`config.mk`:
```
export PLATFORM = sky130hd
export DESIGN_NAME = conv_encoder_frame_flat
export DESIGN_NICKNAME = d
export VERILOG_FILES = /design/src/rtl/conv_enc_pkg.sv /design/src/rtl/conv_encoder_frame_if.sv /design/src/rtl/conv_enc_core.sv /design/src/rtl/conv_encoder_frame.sv /design/src/flat_wrapper.sv
export SDC_FILE = /design/constraint.sdc
export NUM_CORES = 1
export LEC_CHECK = 0
export ABC_AREA = 1
export BUFFER_PORTS_ARGS = -buffer_cell sky130_fd_sc_hd__buf_2
export CORE_AREA = 2 2 55 57
export CTS_BUF_LIST = sky130_fd_sc_hd__clkbuf_2
export CTS_CLUSTER_DIAMETER = 60
export CTS_CLUSTER_SIZE = 20
export DETAILED_ROUTE_END_ITERATION = 6
export DIE_AREA = 0 0 57 59
export GPL_TIMING_DRIVEN = 0
export PLACE_DENSITY = 0.79
export SYNTH_ARGS = -nofsm -noshare
export SYNTH_HDL_FRONTEND = slang
export SYNTH_SLANG_ARGS = --single-unit
```
`constraint.sdc`:
```
create_clock -name i_clk -period 1.71 [get_ports i_clk]
set_clock_uncertainty 0.1 [all_clocks]
set_input_delay 0.342 -clock i_clk [delete_from_list [all_inputs] [get_ports i_clk]]
set_output_delay 0.342 -clock i_clk [all_outputs]
set_load 0.02 [all_outputs]
```
`src/rtl/conv_enc_pkg.sv`:
```
// Shared constants for the rate-1/2, K=3 convolutional encoder frame block.
package conv_enc_pkg;

  // Code definition: constraint length and generator polynomials over {u, s1, s0}.
  localparam int unsigned K  = 3;
  localparam logic [K-1:0] G0 = 3'b111;
  localparam logic [K-1:0] G1 = 3'b101;

  // Default widths.
  localparam int unsigned SIZE_DATA_IN  = 8;
  localparam int unsigned SIZE_SYM      = 2;
  localparam int unsigned SIZE_DATA_OUT = SIZE_DATA_IN * SIZE_SYM;
  localparam int unsigned CNT_W         = $clog2(SIZE_DATA_IN);

  // Frame FSM encoding.
  typedef logic [1:0] state_t;
  localparam state_t IDLE   = 2'd0;
  localparam state_t ENCODE = 2'd1;
  localparam state_t DONE   = 2'd2;

  // One coded symbol {g0, g1} for input bit u and encoder state {s1, s0}.
  function automatic logic [1:0] conv_sym(input logic u, input logic [K-2:0] st);
    logic [K-1:0] taps;
    taps = {u, st};
    return {^(taps & G0), ^(taps & G1)};
  endfunction

endpackage

```
`src/rtl/conv_encoder_frame_if.sv`:
```
// Frame-level bus of the convolutional encoder. Adds i_err_mask when
// CONV_ERR_INJECT_EN is defined.
interface conv_encoder_frame_if
  import conv_enc_pkg::*;
#(
  parameter int unsigned DataInW  = SIZE_DATA_IN,
  parameter int unsigned SymW     = SIZE_SYM,
  parameter int unsigned DataOutW = SIZE_DATA_OUT
);

  logic                i_start;
  logic [DataInW-1:0]  i_data;
`ifdef CONV_ERR_INJECT_EN
  logic [DataOutW-1:0] i_err_mask;
`endif
  logic [SymW-1:0]     o_sym;
  logic                o_valid;
  logic [DataOutW-1:0] o_word;
  logic                o_busy;
  logic                o_done;

  // Requester side: drives start/payload, observes coded output.
  modport master (
    output i_start,
    output i_data,
`ifdef CONV_ERR_INJECT_EN
    output i_err_mask,
`endif
    input  o_sym,
    input  o_valid,
    input  o_word,
    input  o_busy,
    input  o_done
  );

  // Encoder side.
  modport slave (
    input  i_start,
    input  i_data,
`ifdef CONV_ERR_INJECT_EN
    input  i_err_mask,
`endif
    output o_sym,
    output o_valid,
    output o_word,
    output o_busy,
    output o_done
  );

endinterface

```
`src/rtl/conv_enc_core.sv`:
```
// K=3 convolutional encoder core: 2-bit state register plus generator logic.
// o_sym is combinational from the current state and i_bit.
module conv_enc_core
  import conv_enc_pkg::*;
(
  input  logic       i_clk,
  input  logic       i_rst_n,
  input  logic       i_clr,
  input  logic       i_en,
  input  logic       i_bit,
  output logic [1:0] o_sym
);

  // {s1, s0}: s1 is the previous bit, s0 the one before it.
  logic [K-2:0] state_q, state_d;

  // Next state: clear wins over shift so a new frame always starts from 00.
  always_comb begin
    state_d = state_q;
    if (i_clr) begin
      state_d = '0;
    end else if (i_en) begin
      state_d = {i_bit, state_q[K-2]};
    end
  end

  // State register.
  always_ff @(posedge i_clk or negedge i_rst_n) begin
    if (!i_rst_n) begin
      state_q <= '0;
    end else begin
      state_q <= state_d;
    end
  end

  // Generator outputs for the bit being presented.
  always_comb begin
    o_sym = conv_sym(i_bit, state_q);
  end

endmodule

```
`src/rtl/conv_encoder_frame.sv`:
```
// Framed rate-1/2 K=3 convolutional encoder. Latches an 8-bit payload on start,
// emits one registered symbol per cycle MSB first, and assembles the 16-bit
// codeword. Optional error injection (i_err_mask) is enabled by CONV_ERR_INJECT_EN.
module conv_encoder_frame
  import conv_enc_pkg::*;
(
  input  logic                 i_clk,
  input  logic                 i_rst_n,
  conv_encoder_frame_if.slave  bus_io
);

  state_t                   state_q, state_d;
  logic [CNT_W-1:0]         cnt_q, cnt_d;
  logic [SIZE_DATA_IN-1:0]  shreg_q, shreg_d;
  logic [SIZE_SYM-1:0]      sym_q, sym_d;
  logic                     valid_q, valid_d;
  logic [SIZE_DATA_OUT-1:0] word_q, word_d;
  logic                     busy_q, busy_d;
  logic                     done_q, done_d;
`ifdef CONV_ERR_INJECT_EN
  logic [SIZE_DATA_OUT-1:0] mask_q, mask_d;
`endif

  logic                     accept;
  logic                     enc_en;
  logic [SIZE_SYM-1:0]      enc_sym;

  assign accept = (state_q == IDLE) && bus_io.i_start;
  assign enc_en = (state_q == ENCODE);

  conv_enc_core u_core (
    .i_clk   (i_clk),
    .i_rst_n (i_rst_n),
    .i_clr   (accept),
    .i_en    (enc_en),
    .i_bit   (shreg_q[SIZE_DATA_IN-1]),
    .o_sym   (enc_sym)
  );

  // Frame FSM, payload shifting and codeword assembly.
  always_comb begin
    state_d = state_q;
    cnt_d   = cnt_q;
    shreg_d = shreg_q;
    sym_d   = sym_q;
    valid_d = 1'b0;
    word_d  = word_q;
    done_d  = 1'b0;
`ifdef CONV_ERR_INJECT_EN
    mask_d  = mask_q;
`endif
    case (state_q)
      IDLE: begin
        if (bus_io.i_start) begin
          state_d = ENCODE;
          cnt_d   = '0;
          shreg_d = bus_io.i_data;
          word_d  = '0;
`ifdef CONV_ERR_INJECT_EN
          mask_d  = bus_io.i_err_mask;
`endif
        end
      end
      ENCODE: begin
`ifdef CONV_ERR_INJECT_EN
        // Mask is consumed from its top two bits, in step with the symbols.
        sym_d  = enc_sym ^ mask_q[SIZE_DATA_OUT-1 -: SIZE_SYM];
        mask_d = {mask_q[SIZE_DATA_OUT-SIZE_SYM-1:0], {SIZE_SYM{1'b0}}};
`else
        sym_d  = enc_sym;
`endif
        valid_d = 1'b1;
        word_d  = {word_q[SIZE_DATA_OUT-SIZE_SYM-1:0], sym_d};
        shreg_d = {shreg_q[SIZE_DATA_IN-2:0], 1'b0};
        cnt_d   = cnt_q + 1'b1;
        if (cnt_q == CNT_W'(SIZE_DATA_IN - 1)) begin
          state_d = DONE;
        end
      end
      DONE: begin
        done_d  = 1'b1;
        state_d = IDLE;
      end
      default: begin
        state_d = IDLE;
      end
    endcase
    // Busy stays up through the done pulse so it covers the whole frame.
    busy_d = (state_d != IDLE) || done_d;
  end

  // State and output registers; reset aborts any frame without a done pulse.
  always_ff @(posedge i_clk or negedge i_rst_n) begin
    if (!i_rst_n) begin
      state_q <= IDLE;
      cnt_q   <= '0;
      shreg_q <= '0;
      sym_q   <= '0;
      valid_q <= 1'b0;
      word_q  <= '0;
      busy_q  <= 1'b0;
      done_q  <= 1'b0;
    end else begin
      state_q <= state_d;
      cnt_q   <= cnt_d;
      shreg_q <= shreg_d;
      sym_q   <= sym_d;
      valid_q <= valid_d;
      word_q  <= word_d;
      busy_q  <= busy_d;
      done_q  <= done_d;
    end
  end

`ifdef CONV_ERR_INJECT_EN
  // Latched error mask.
  always_ff @(posedge i_clk or negedge i_rst_n) begin
    if (!i_rst_n) begin
      mask_q <= '0;
    end else begin
      mask_q <= mask_d;
    end
  end
`endif

  assign bus_io.o_sym   = sym_q;
  assign bus_io.o_valid = valid_q;
  assign bus_io.o_word  = word_q;
  assign bus_io.o_busy  = busy_q;
  assign bus_io.o_done  = done_q;

endmodule

```
`src/flat_wrapper.sv`:
```
// flat-port wrapper written by rule: the top's interface ports become plain ports
module conv_encoder_frame_flat import conv_enc_pkg::*;
  (i_clk, i_rst_n, bus_io_i_start, bus_io_i_data, bus_io_o_sym, bus_io_o_valid, bus_io_o_word, bus_io_o_busy, bus_io_o_done);
  conv_encoder_frame_if bus_io_i ();
  input  logic i_clk;
  input  logic i_rst_n;
  input wire logic [$bits(bus_io_i.i_start)-1:0] bus_io_i_start;
  input wire logic [$bits(bus_io_i.i_data)-1:0] bus_io_i_data;
  output wire logic [$bits(bus_io_i.o_sym)-1:0] bus_io_o_sym;
  output wire logic [$bits(bus_io_i.o_valid)-1:0] bus_io_o_valid;
  output wire logic [$bits(bus_io_i.o_word)-1:0] bus_io_o_word;
  output wire logic [$bits(bus_io_i.o_busy)-1:0] bus_io_o_busy;
  output wire logic [$bits(bus_io_i.o_done)-1:0] bus_io_o_done;
  assign bus_io_i.i_start = bus_io_i_start;
  assign bus_io_i.i_data = bus_io_i_data;
  assign bus_io_o_sym = bus_io_i.o_sym;
  assign bus_io_o_valid = bus_io_i.o_valid;
  assign bus_io_o_word = bus_io_i.o_word;
  assign bus_io_o_busy = bus_io_i.o_busy;
  assign bus_io_o_done = bus_io_i.o_done;
  conv_encoder_frame u_core (.i_clk(i_clk), .i_rst_n(i_rst_n), .bus_io(bus_io_i));
endmodule
```
# After elaboration in Yosys (flattened, before gate mapping)
# Index checks and enable logic that the tools add are counted.
# word_totals
elab_cells	36
latch_bits	0
memories	0
romBits	0
ff_bits	36
ram_bits	0
in_bits	11
# classes
n_addsub	1
n_mul	0
n_shift	0
order_cmp	0
n_bitwise	0
reduce_logical	9
n_mux	13
div_mod_pow	0
n_eq_ne	4
# op_table
cell	n
$pmux 16 s2	1
$mux 16	1
$pmux 8 s2	1
$mux 2	4
$mux 8	1
$pmux 3 s2	1
$reduce_bool 2->1	3
$reduce_xor 3->1	2
$pmux 2 s2	1
$add 3x1->3 const B	1
$eq 3x3->1 const B	1
$mux 3	1
$eq 2x1->1 const B	1
$eq 2x2->1 const B	1
$logic_not 2->1	1
$mux 1	2
$ne 2x2->1 const B	1
$reduce_and 2->1	1
$logic_and 1x1->1	1
$logic_or 1x1->1	1

# Longest topological paths before layout
# Gate-level depths: netlist of the first run.
# logic_depth
ltp_word	5
depth_mapped	8
depth_no_buf	7

# Cells and area by module
# A second synthesis of the first run with hierarchy kept.
# hier_totals
cells_unflattened	174
area_unflattened_um2	1631.6
# modules_own_cells
module	n_inst	area_each_um2	seq_area_each_um2	cells_each
conv_encoder_frame	1	1503.9	850.8	154
conv_enc_core	1	127.6	50.0	20

# Least setup slack after synthesis of the first run
# No wires, ideal clock.
# synth_timing
path_type	reg2reg
start	reg u_core.state_q[0]
end	reg u_core.busy_q, in the netlist u_core.bus_io.o_busy
arrival_time_ps	954
period_less_slack_ps	1185
setup_time_ps	131
n_path_buf	1
setup_slack_ps	525
stages_incl_launch_ff	4
cell_sequence	dfrtp_1 -> o21ai_4 -> buf_2 -> o21ai_0
# synth_via
elab_chain_len	4
elab_cells_between_ends	9
# synth_lines
item	line_no	source
from (decl)	conv_encoder_frame.sv:12	state_t state_q, state_d;
from (signal assigned)	conv_encoder_frame.sv:104	state_q <= state_d;
$eq 2x1->1, or another cell as far along	conv_encoder_frame.sv:52	case (state_q)
$pmux 2 s2	conv_encoder_frame.sv:52	
$reduce_bool 2->1	conv_encoder_frame.sv:89	busy_d = (state_d != IDLE) || done_d;
$logic_or 1x1->1 (*)	conv_encoder_frame.sv:89	
net u_core.busy_d	conv_encoder_frame.sv:18	logic busy_q, busy_d;
to (signal assigned)	conv_encoder_frame.sv:110	busy_q <= busy_d;
to (decl)	conv_encoder_frame.sv:18	
# Mark *: on every way through the listed nets, which the timed path passes. The rest lies on a longest branch.
# A chain may end at the register's enable or synchronous reset.

# Worst setup path after layout of the first run
# layout_timing
start	reg u_core.word_q[11], in the netlist u_core.bus_io.o_word[11]
end	out bus_io_o_word[11]
# layout_lines
item	line_no	source
from (decl)	conv_encoder_frame.sv:17	logic [SIZE_DATA_OUT-1:0] word_q, word_d;
from (signal assigned)	conv_encoder_frame.sv:109	word_q <= word_d;
to (decl)	flat_wrapper.sv:11	output wire logic [$bits(bus_io_i.o_word)-1:0] bus_io_o_word;
# No word-level cell between the ends.

==> results of run 1 <==
-- logic make-up (layout without fill, tap and decap cells) --
family	after synthesis	in the layout
fa+ha+maj	2	2
compound gates	10	10
flops	36	36
buf+inv	15	55
simple gates	107	107
-- registers in the layout (all words and copies together), names as in the netlist --
signal                 cells
u_core.bus_io.o_word      16
u_core.shreg_q             8
u_core.cnt_q               3
u_core.bus_io.o_sym        2
u_core.state_q             2
u_core.u_core.state_q      2
u_core.bus_io.o_busy       1
u_core.bus_io.o_done       1
u_core.bus_io.o_valid      1
-- synthesized netlist by cell type (all sizes together) --
library cell and count:
nor2 3, nand3 5, nand2 99, inv 8
dfrtp 36, o22ai 2, o21ai 8, clkinv 1
ha 2, buf 6
-- metrics by stage --
step	util (%)	setup WS [ns]	std cells	hold WS, ns	power (mW)
after floorplan	-	0.525	170	-0.0536	2.47
after global placement	61.7	0.348	232	0.350	2.87
after detailed placement	61.7	0.315	232	0.354	2.93
after CTS	63.7	0.231	241	0.0470	3.32
after global routing	63.7	0.192	241	0.0654	3.55
final	63.7	0.269	241	0.0820	3.29
-- report_power, final --
part / internal [mW] / total, mW / switching [mW]
registers: 1.21 / 1.44 / 0.235
clock network: 0.0986 / 0.378 / 0.279
logic: 0.502 / 1.47 / 0.966
-- metal layers --
metal | global-route usage [%] | wire, um
met5 | 0 | 0
met2 | 31.9 | 1360
met3 | 5.90 | 181
met4 | 7.97 | 44
met1 | 23.1 | 1230
-- what timing repair did --
item                                   4_1_cts  5_1_grt
endpoints found under the hold margin       36        0
hold buffers                                 1        0
setup endpoints to repair                    0        0
-- worst reg2reg max path, stage by stage, from the launching register on --
cell and delay [ns]:
dfrtp_1 0.50, o21ai_4 0.30, buf_2 0.30, nand2_1 0.08, nand2_1 0.08
-- how the worst min path moves through the flow --
stage               cells after the start  slack (ns)                startpoint                  endpoint
finish                                  3        0.08          bus_io_i_data[0]         u_core.shreg_q[0]
global route                            3        0.07          bus_io_i_data[0]         u_core.shreg_q[0]
CTS                                     3        0.05          bus_io_i_data[0]         u_core.shreg_q[0]
detailed placement                      2        0.35  u_core.bus_io.o_word[14]  u_core.bus_io.o_word[14]
global placement                        1        0.35                   i_rst_n      u_core.bus_io.o_done
floorplan                               0       -0.05                   i_rst_n      u_core.bus_io.o_busy
-- cell type report --
class,instances,share of cell area [%]
flip-flops and latches,36,52.2
clock inverters,3,1.09
multi-input cells,119,29.2
plain buffers,6,2.25
well taps,31,2.25
clock buffers,5,1.45
inverters,9,2.03
repair buffers,32,9.57
==> flow_metrics.tcl, run 1 <==
set metrics [dict create \
    cts_tree "done" \
    placementRows 19 \
    layout-drive-gt1-share_pct 23.3 \
    period_share_pct 84.3 \
    cts_buffers 5 \
    worst_r2r_endpoint "u_core.shreg_q[6]" \
    cp-startpoint "u_core.bus_io.o_word[11]" \
    path_cells "buf_2" \
    place_hpwl_mm 1.97 \
    yosys.area_share.simple_pct 28.1 \
    synth_xor_xnor_area_share_pct 0 \
    r2r_slack_ns 0.29 \
    status "finished clean" \
    drtPass1Iterations 4 \
    clk_pin_slew_worst_paths_ns 0.19 \
    cts-root-buf "clkbuf_2" \
    postSynthAreaPerCell_um2 8.70 \
    place_congestion 0.754 \
    synthTopCellsByArea "dfrtp_1, nand2_1, inv_1, ha_1, nand3_1" \
    crit_type "reg -> out" \
    die_w_um 57 \
    postCtsResizedCells 0 \
    synthMuxAreaShare_pct 0 \
    maxSlewViolCount 0 \
    diodes 0 \
    max_slew_margin_pct 48.7 \
    fmax_mhz 694 \
    cts_num_sinks 36 \
    worst_pin_slew_ns 0.769 \
    rsz0062_at_grt "false" \
    vias_per_cell 4.97 \
    grt_pass1_wl_mm 4.86 \
    yosys.area.top_type_share_pct 60.9 \
    reg2regPathDepth 4 \
    cp_slowest_stage_delay_ns 0.45 \
    num-fill-cells 246 \
    fin_nets 222 \
    worst-path-stages 1 \
    routed_wl_mm 2.82 \
    ios 32 \
    cts_max_level 2 \
    cp_slowest_cell "dfrtp_1" \
    first_iter_violations 58 \
    port-buffer-count 31 \
    die_area_mm2 0.00336 \
    drv_cap 0 \
    ant_nets 0 \
    grt_pass1_vias 1137 \
    grt_overflow 0 \
    crit_end "bus_io_o_word[11]" \
    area_growth_pct 16.8 \
    ys_types 16 \
    synth_top_family_by_area "simple AND/OR/NAND/NOR gates" \
    crit_family "flip-flops" \
    ys_warn_count 0 \
    antenna_found_initial 0 \
    synth.ff_latch_count 36 \
    peakVddDrop_uv 1400 \
    cellLeakagePower_nw 1.00 \
    final_common_cell "nand2_1" \
    clock_path_buffers 2 \
    yosys.area_share.adder_pct 1.69 \
    vias 1198 \
    drc_errors 0 \
    core-area_mm2 0.00271 \
    layout_common_cells "nand2_1, dfrtp_1, buf_2" \
    timing.final.crit_period_ns 1.44 \
    grt_max_degree 37 \
    setup.worst_path.start_class "register" \
    crit_path_end_kind "output pin" \
    yosysTopAreaCell "dfrtp_1" \
    drt-wirelength-per-cell_um 11.7 \
    r2r_start "u_core.state_q[0]" \
    tns_ns 0 \
    fin_area_mm2 0.00173 \
    cp_num_buf_inv 1 \
    syn_area_mm2 0.00148 \
    finalSetupViolCount 0 \
    synth_compound_area_share_pct 4.31 \
    multi_input_area_um2 504 \
    finalHoldViolations 0 \
    regArea_um2 901 \
    cts_setup_buffers 0 \
    placed_cell_area_mm2 0.00167 \
    synth_cells 170 \
    worstPathMaxFanout 3 \
    hold_class "in -> reg" \
    syn_nets 183 \
    ys_seq_area_share_pct 60.9 \
    cp_data_required_time_ns 1.27 \
    arrival_ns 1.00 \
    start_util_pct 54.6 \
    die_y_um 59 \
    power_density_mw_per_mm2 1910 \
    clock_latency_ns 0.38 \
    grt_use_total_pct 19.1 \
]
Power figures use the tool's default switching activity.
==> run 2, diff against run 1 <==
--- a/config.mk
+++ b/config.mk
@@ -7,14 +7,14 @@
 export LEC_CHECK = 0
 export ABC_AREA = 1
 export BUFFER_PORTS_ARGS = -buffer_cell sky130_fd_sc_hd__buf_2
-export CORE_AREA = 2 2 55 57
+export CORE_AREA = 2 2 58 60
 export CTS_BUF_LIST = sky130_fd_sc_hd__clkbuf_2
 export CTS_CLUSTER_DIAMETER = 60
 export CTS_CLUSTER_SIZE = 20
 export DETAILED_ROUTE_END_ITERATION = 6
-export DIE_AREA = 0 0 57 59
+export DIE_AREA = 0 0 60 62
 export GPL_TIMING_DRIVEN = 0
-export PLACE_DENSITY = 0.79
+export PLACE_DENSITY = 0.75
 export SYNTH_ARGS = -nofsm -noshare
 export SYNTH_HDL_FRONTEND = slang
 export SYNTH_SLANG_ARGS = --single-unit
==> constraint.sdc (replaced) <==
create_clock -name i_clk -period 1.3 [get_ports i_clk]
set_clock_uncertainty 0.1 [all_clocks]
set_input_delay 0.26 -clock i_clk [delete_from_list [all_inputs] [get_ports i_clk]]
set_output_delay 0.26 -clock i_clk [all_outputs]
set_load 0.02 [all_outputs]
==> flow_metrics.tcl, run 2 (same netlist as run 1, synthesis figures left out) <==
set metrics [dict create \
    status "complete, but fails checks" \
    violations "setup timing" \
    multi_input_area_um2 504 \
    grt_use_total_pct 19.5 \
    drc_errors 0 \
    arrival_ns 0.97 \
    finalHoldViolations 0 \
    grt_overflow 0 \
    antenna_found_initial 0 \
    drv_cap 0 \
    vias_per_cell 4.61 \
    area_growth_pct 43.4 \
    routed_wl_mm 3.32 \
    regArea_um2 902 \
    cp_slowest_cell "dfrtp_1" \
    peakVddDrop_uv 1300 \
    rsz0062_at_grt "true" \
    fin_total_pwr_mw 5.38 \
    clock_latency_ns 0.39 \
    clk_pin_slew_worst_paths_ns 0.17 \
    vias 1305 \
    ios 32 \
    crit_family "flip-flops" \
    cts_tree "done" \
    min_to "u_core.state_q[0]" \
    drt-wirelength-per-cell_um 11.7 \
    grt_pass1_wl_mm 5.18 \
    final_common_cell "nand2_1" \
    placementRows 21 \
    setup.worst_path.start_class "register" \
    setup_ws_ns -0.0302 \
    port-buffer-count 31 \
    first_iter_violations 60 \
    min_from "bus_io_i_start" \
    grt_pass1_vias 1206 \
    fmax_mhz 752 \
    worst_r2r_endpoint "u_core.shreg_q[0]" \
    place_hpwl_mm 1.91 \
    cts_max_level 2 \
    finalSetupViolCount 18 \
    core-area_mm2 0.00318 \
    worstPathMaxFanout 2 \
    clock_path_buffers 2 \
    cp-startpoint "u_core.bus_io.o_word[0]" \
    cp_data_required_time_ns 0.94 \
    hold_class "in -> reg" \
    fin_nets 249 \
    max_slew_margin_pct 48.5 \
    largest_reg_flops 16 \
    ant_nets 0 \
    cts-root-buf "clkbuf_2" \
    cp_slowest_stage_delay_ns 0.44 \
    die_y_um 62 \
    tns_ns -0.269 \
    cts_num_sinks 36 \
    layout_common_cells "nand2_1, dfrtp_1, buf_4" \
    holdPathStages 3 \
    period_share_pct 102 \
    dp_slack_ns -0.0547 \
    power_density_mw_per_mm2 2540 \
    cp_num_buf_inv 1 \
    place_congestion 0.734 \
    cts_buffers 5 \
    die_area_mm2 0.00372 \
    worst_pin_slew_ns 0.773 \
    timing.final.crit_period_ns 1.33 \
    layout-drive-gt1-share_pct 32.1 \
    utilization_pct 66.7 \
    path_cells "buf_6" \
    num-fill-cells 265 \
    diodes 0 \
    maxSlewViolCount 0 \
    drtPass1Iterations 4 \
    r2r_slack_ns 0.04 \
    r2r_start "u_core.state_q[0]" \
    crit_type "reg -> out" \
    start_util_pct 46.5 \
    grt_max_degree 37 \
    cellLeakagePower_nw 1.18 \
    crit_path_end_kind "output pin" \
    die_w_um 60 \
    reg2regPathDepth 4 \
]
run 2: changes by cell type in the layout (fill, tap and decap cells not counted), sizes merged:
cell	change
buf	+24
clkbuf	+4
clkinv	-3
dlygate4sd3	+1
inv	+1
run 2: worst max-delay path by stage:
stage                                      end  cells past startpoint
after detailed placement     u_core.shreg_q[2]                      5
after global routing          bus_io_o_word[6]                      1
after CTS                     bus_io_o_word[0]                      1
final                         bus_io_o_word[0]                      1
after global placement    u_core.bus_io.o_busy                      3
after floorplan           u_core.bus_io.o_busy                      3
run 2: worst reg2reg max path: stages, from the launching register on:
cell	delay, ns
dfrtp_2	0.48
o21ai_4	0.23
clkbuf_4	0.26
nand2_1	0.09
nand2_1	0.07
run 2: area by class of cell:
cell class | instances | share of cell area, %
buffer | 6 | 2.83
clock buffer | 7 | 1.65
clock inverter | 1 | 0.177
inverter | 9 | 1.83
multi-input combinational | 119 | 23.8
sequential | 36 | 42.5
tap | 46 | 2.71
timing repair buffer | 59 | 24.5
run 2: repair_timing:
action                                  CTS  global route
pin swaps                                 1             2
hold buffers                              1             1
gates cloned                              0             1
gates resized for setup                  45            10
hold endpoints to repair                 36             1
endpoints found under the setup margin   49            47
buffers inserted                         16             9
run 2: routing by layer:
layer  track usage (%)  up-vias  share of wire, %
li1                  -      652                 -
met1              23.0      614                43
met2              33.9       32                51
met3              3.73        7               3.7
met4              10.8        0               2.1
met5                 0        -                 0
run 2: report_power, final:
group          leakage [nW]  switching (mW)  internal, mW  total [mW]
combinational         0.694            1.47          1.47        2.94
sequential            0.459           0.330          1.60        1.93
clock                0.0306           0.364         0.144       0.508
total                  1.18            2.16          3.21        5.38
run 2: through the flow:
| stage | hold slack [ns] | std cells | instance area [um^2] |
|---|---|---|---|
| 4_1_cts | 0.00825 | 272 | 2000 |
| 3_5_place_dp | 0.279 | 247 | 1690 |
| 5_1_grt | 0.0186 | 283 | 2120 |
| 6_report | 0.0284 | 283 | 2120 |
| 2_1_floorplan | -0.136 | 170 | 1480 |
| 3_3_place_gp | 0.282 | 247 | 1690 |
==> run 3, diff against run 2 <==
--- a/config.mk
+++ b/config.mk
@@ -6,7 +6,7 @@
 export NUM_CORES = 1
 export LEC_CHECK = 0
 export ABC_AREA = 1
-export BUFFER_PORTS_ARGS = -buffer_cell sky130_fd_sc_hd__buf_2
+export BUFFER_PORTS_ARGS = -buffer_cell sky130_fd_sc_hd__buf_4
 export CORE_AREA = 2 2 58 60
 export CTS_BUF_LIST = sky130_fd_sc_hd__clkbuf_2
 export CTS_CLUSTER_DIAMETER = 60
==> flow_metrics.tcl, run 3 (same netlist as run 1, synthesis figures left out) <==
set metrics [dict create \
    grt_max_degree 37 \
    clock_path_buffers 2 \
    final_common_cell "nand2_1" \
    routed_wl_mm 3.18 \
    fmax_mhz 750 \
    finalHoldViolations 0 \
    cp_slowest_cell "dfrtp_1" \
    cts-root-buf "clkbuf_2" \
    start_util_pct 46.5 \
    core-area_mm2 0.00318 \
    grt_overflow 0 \
    crit_family "flip-flops" \
    hold_class "in -> reg" \
    rsz0062_at_grt "true" \
    fin_nets 244 \
    cts_num_sinks 36 \
    vias 1271 \
    layout-drive-gt1-share_pct 32.3 \
    drc_errors 0 \
    die_w_um 60 \
    setup_ws_ns -0.0334 \
    area_growth_pct 44.3 \
    dp_slack_ns -0.0654 \
    tns_ns -0.139 \
    largest_reg_flops 16 \
    max_slew_margin_pct 70.2 \
    regArea_um2 902 \
    cellLeakagePower_nw 1.18 \
    ant_nets 0 \
    period_share_pct 103 \
    maxSlewViolCount 0 \
    diodes 0 \
    vias_per_cell 4.57 \
    utilization_pct 67.1 \
    setup.worst_path.start_class "register" \
    place_hpwl_mm 1.92 \
    grt_pass1_wl_mm 4.86 \
    clock_latency_ns 0.38 \
    num-fill-cells 256 \
    grt_use_total_pct 18.2 \
    die_area_mm2 0.00372 \
    multi_input_area_um2 513 \
    cts_buffers 5 \
    layout_common_cells "nand2_1, dfrtp_1, buf_4" \
    clk_pin_slew_worst_paths_ns 0.18 \
    power_density_mw_per_mm2 2580 \
    cp_slowest_stage_delay_ns 0.45 \
    place_congestion 0.737 \
    antenna_found_initial 0 \
    drtPass1Iterations 4 \
    worst_pin_slew_ns 0.447 \
    cts_max_level 2 \
    drt-wirelength-per-cell_um 11.4 \
    peakVddDrop_uv 1190 \
    status "complete, but fails checks" \
    timing.final.crit_period_ns 1.33 \
    first_iter_violations 41 \
    port-buffer-count 31 \
    crit_type "reg -> out" \
    path_cells "buf_6" \
    grt_pass1_vias 1080 \
    violations "setup timing" \
    die_y_um 62 \
    cp_data_required_time_ns 0.94 \
    cp_num_buf_inv 1 \
    worstPathMaxFanout 2 \
    placementRows 21 \
    arrival_ns 0.97 \
    finalSetupViolCount 16 \
    crit_path_end_kind "output pin" \
    drv_cap 0 \
    whs_ns 0.0180 \
    cts_tree "done" \
    ios 32 \
]
-- run 3: power breakdown --
group	internal (mW)	switching, mW
Clock	0.331	0.367
Combinational	1.44	1.46
Sequential	1.60	0.328
-- run 3: worst paths after layout --
kind	from	to	slack (ns)	depth (start not counted)
min	bus_io_i_start	u_core.state_q[0]	0.02	3
min reg2reg	u_core.shreg_q[6]	u_core.shreg_q[6]	0.40	2
min in group asynchronous	i_rst_n	u_core.bus_io.o_word[8]	0.24	2
max	u_core.bus_io.o_word[0]	bus_io_o_word[0]	-0.03	1
max reg2reg	u_core.state_q[0]	u_core.shreg_q[0]	0.05	4
max in group asynchronous	i_rst_n	u_core.state_q[0]	0.52	2
-- run 3: routing by layer --
layer | vias up | track usage (%) | routed length [um]
li1 | 642 | - | -
met1 | 588 | 23.9 | 1380
met2 | 35 | 28.7 | 1590
met3 | 6 | 3.93 | 140
met4 | 0 | 9.52 | 59
met5 | - | 0 | 0
-- run 3: area by class of cell --
cell class | instances | area share (%)
clock buffers | 6 | 1.41
inverters | 9 | 1.82
clock inverters | 2 | 1.64
well taps | 46 | 2.70
repair buffers | 54 | 23.6
plain buffers | 6 | 2.52
multi-input cells | 119 | 24.0
flip-flops and latches | 36 | 42.3
-- run 3: per-stage QoR --
step                total power, mW  cell area [um^2]  cells
CTS                            5.23              2040    271
global placement               3.99              1770    247
finish                         5.52              2130    278
global route                   5.95              2130    278
floorplan                      3.25              1480    170
detailed placement             4.03              1770    247
-- run 3: what timing repair did --
action | CTS | global route
setup buffers | 15 | 6
cloned | 0 | 1
endpoints found under the hold margin | 36 | 0
resized for setup | 23 | 12
setup endpoints to repair | 49 | 42
pin swaps | 1 | 3
hold buffers | 1 | 0
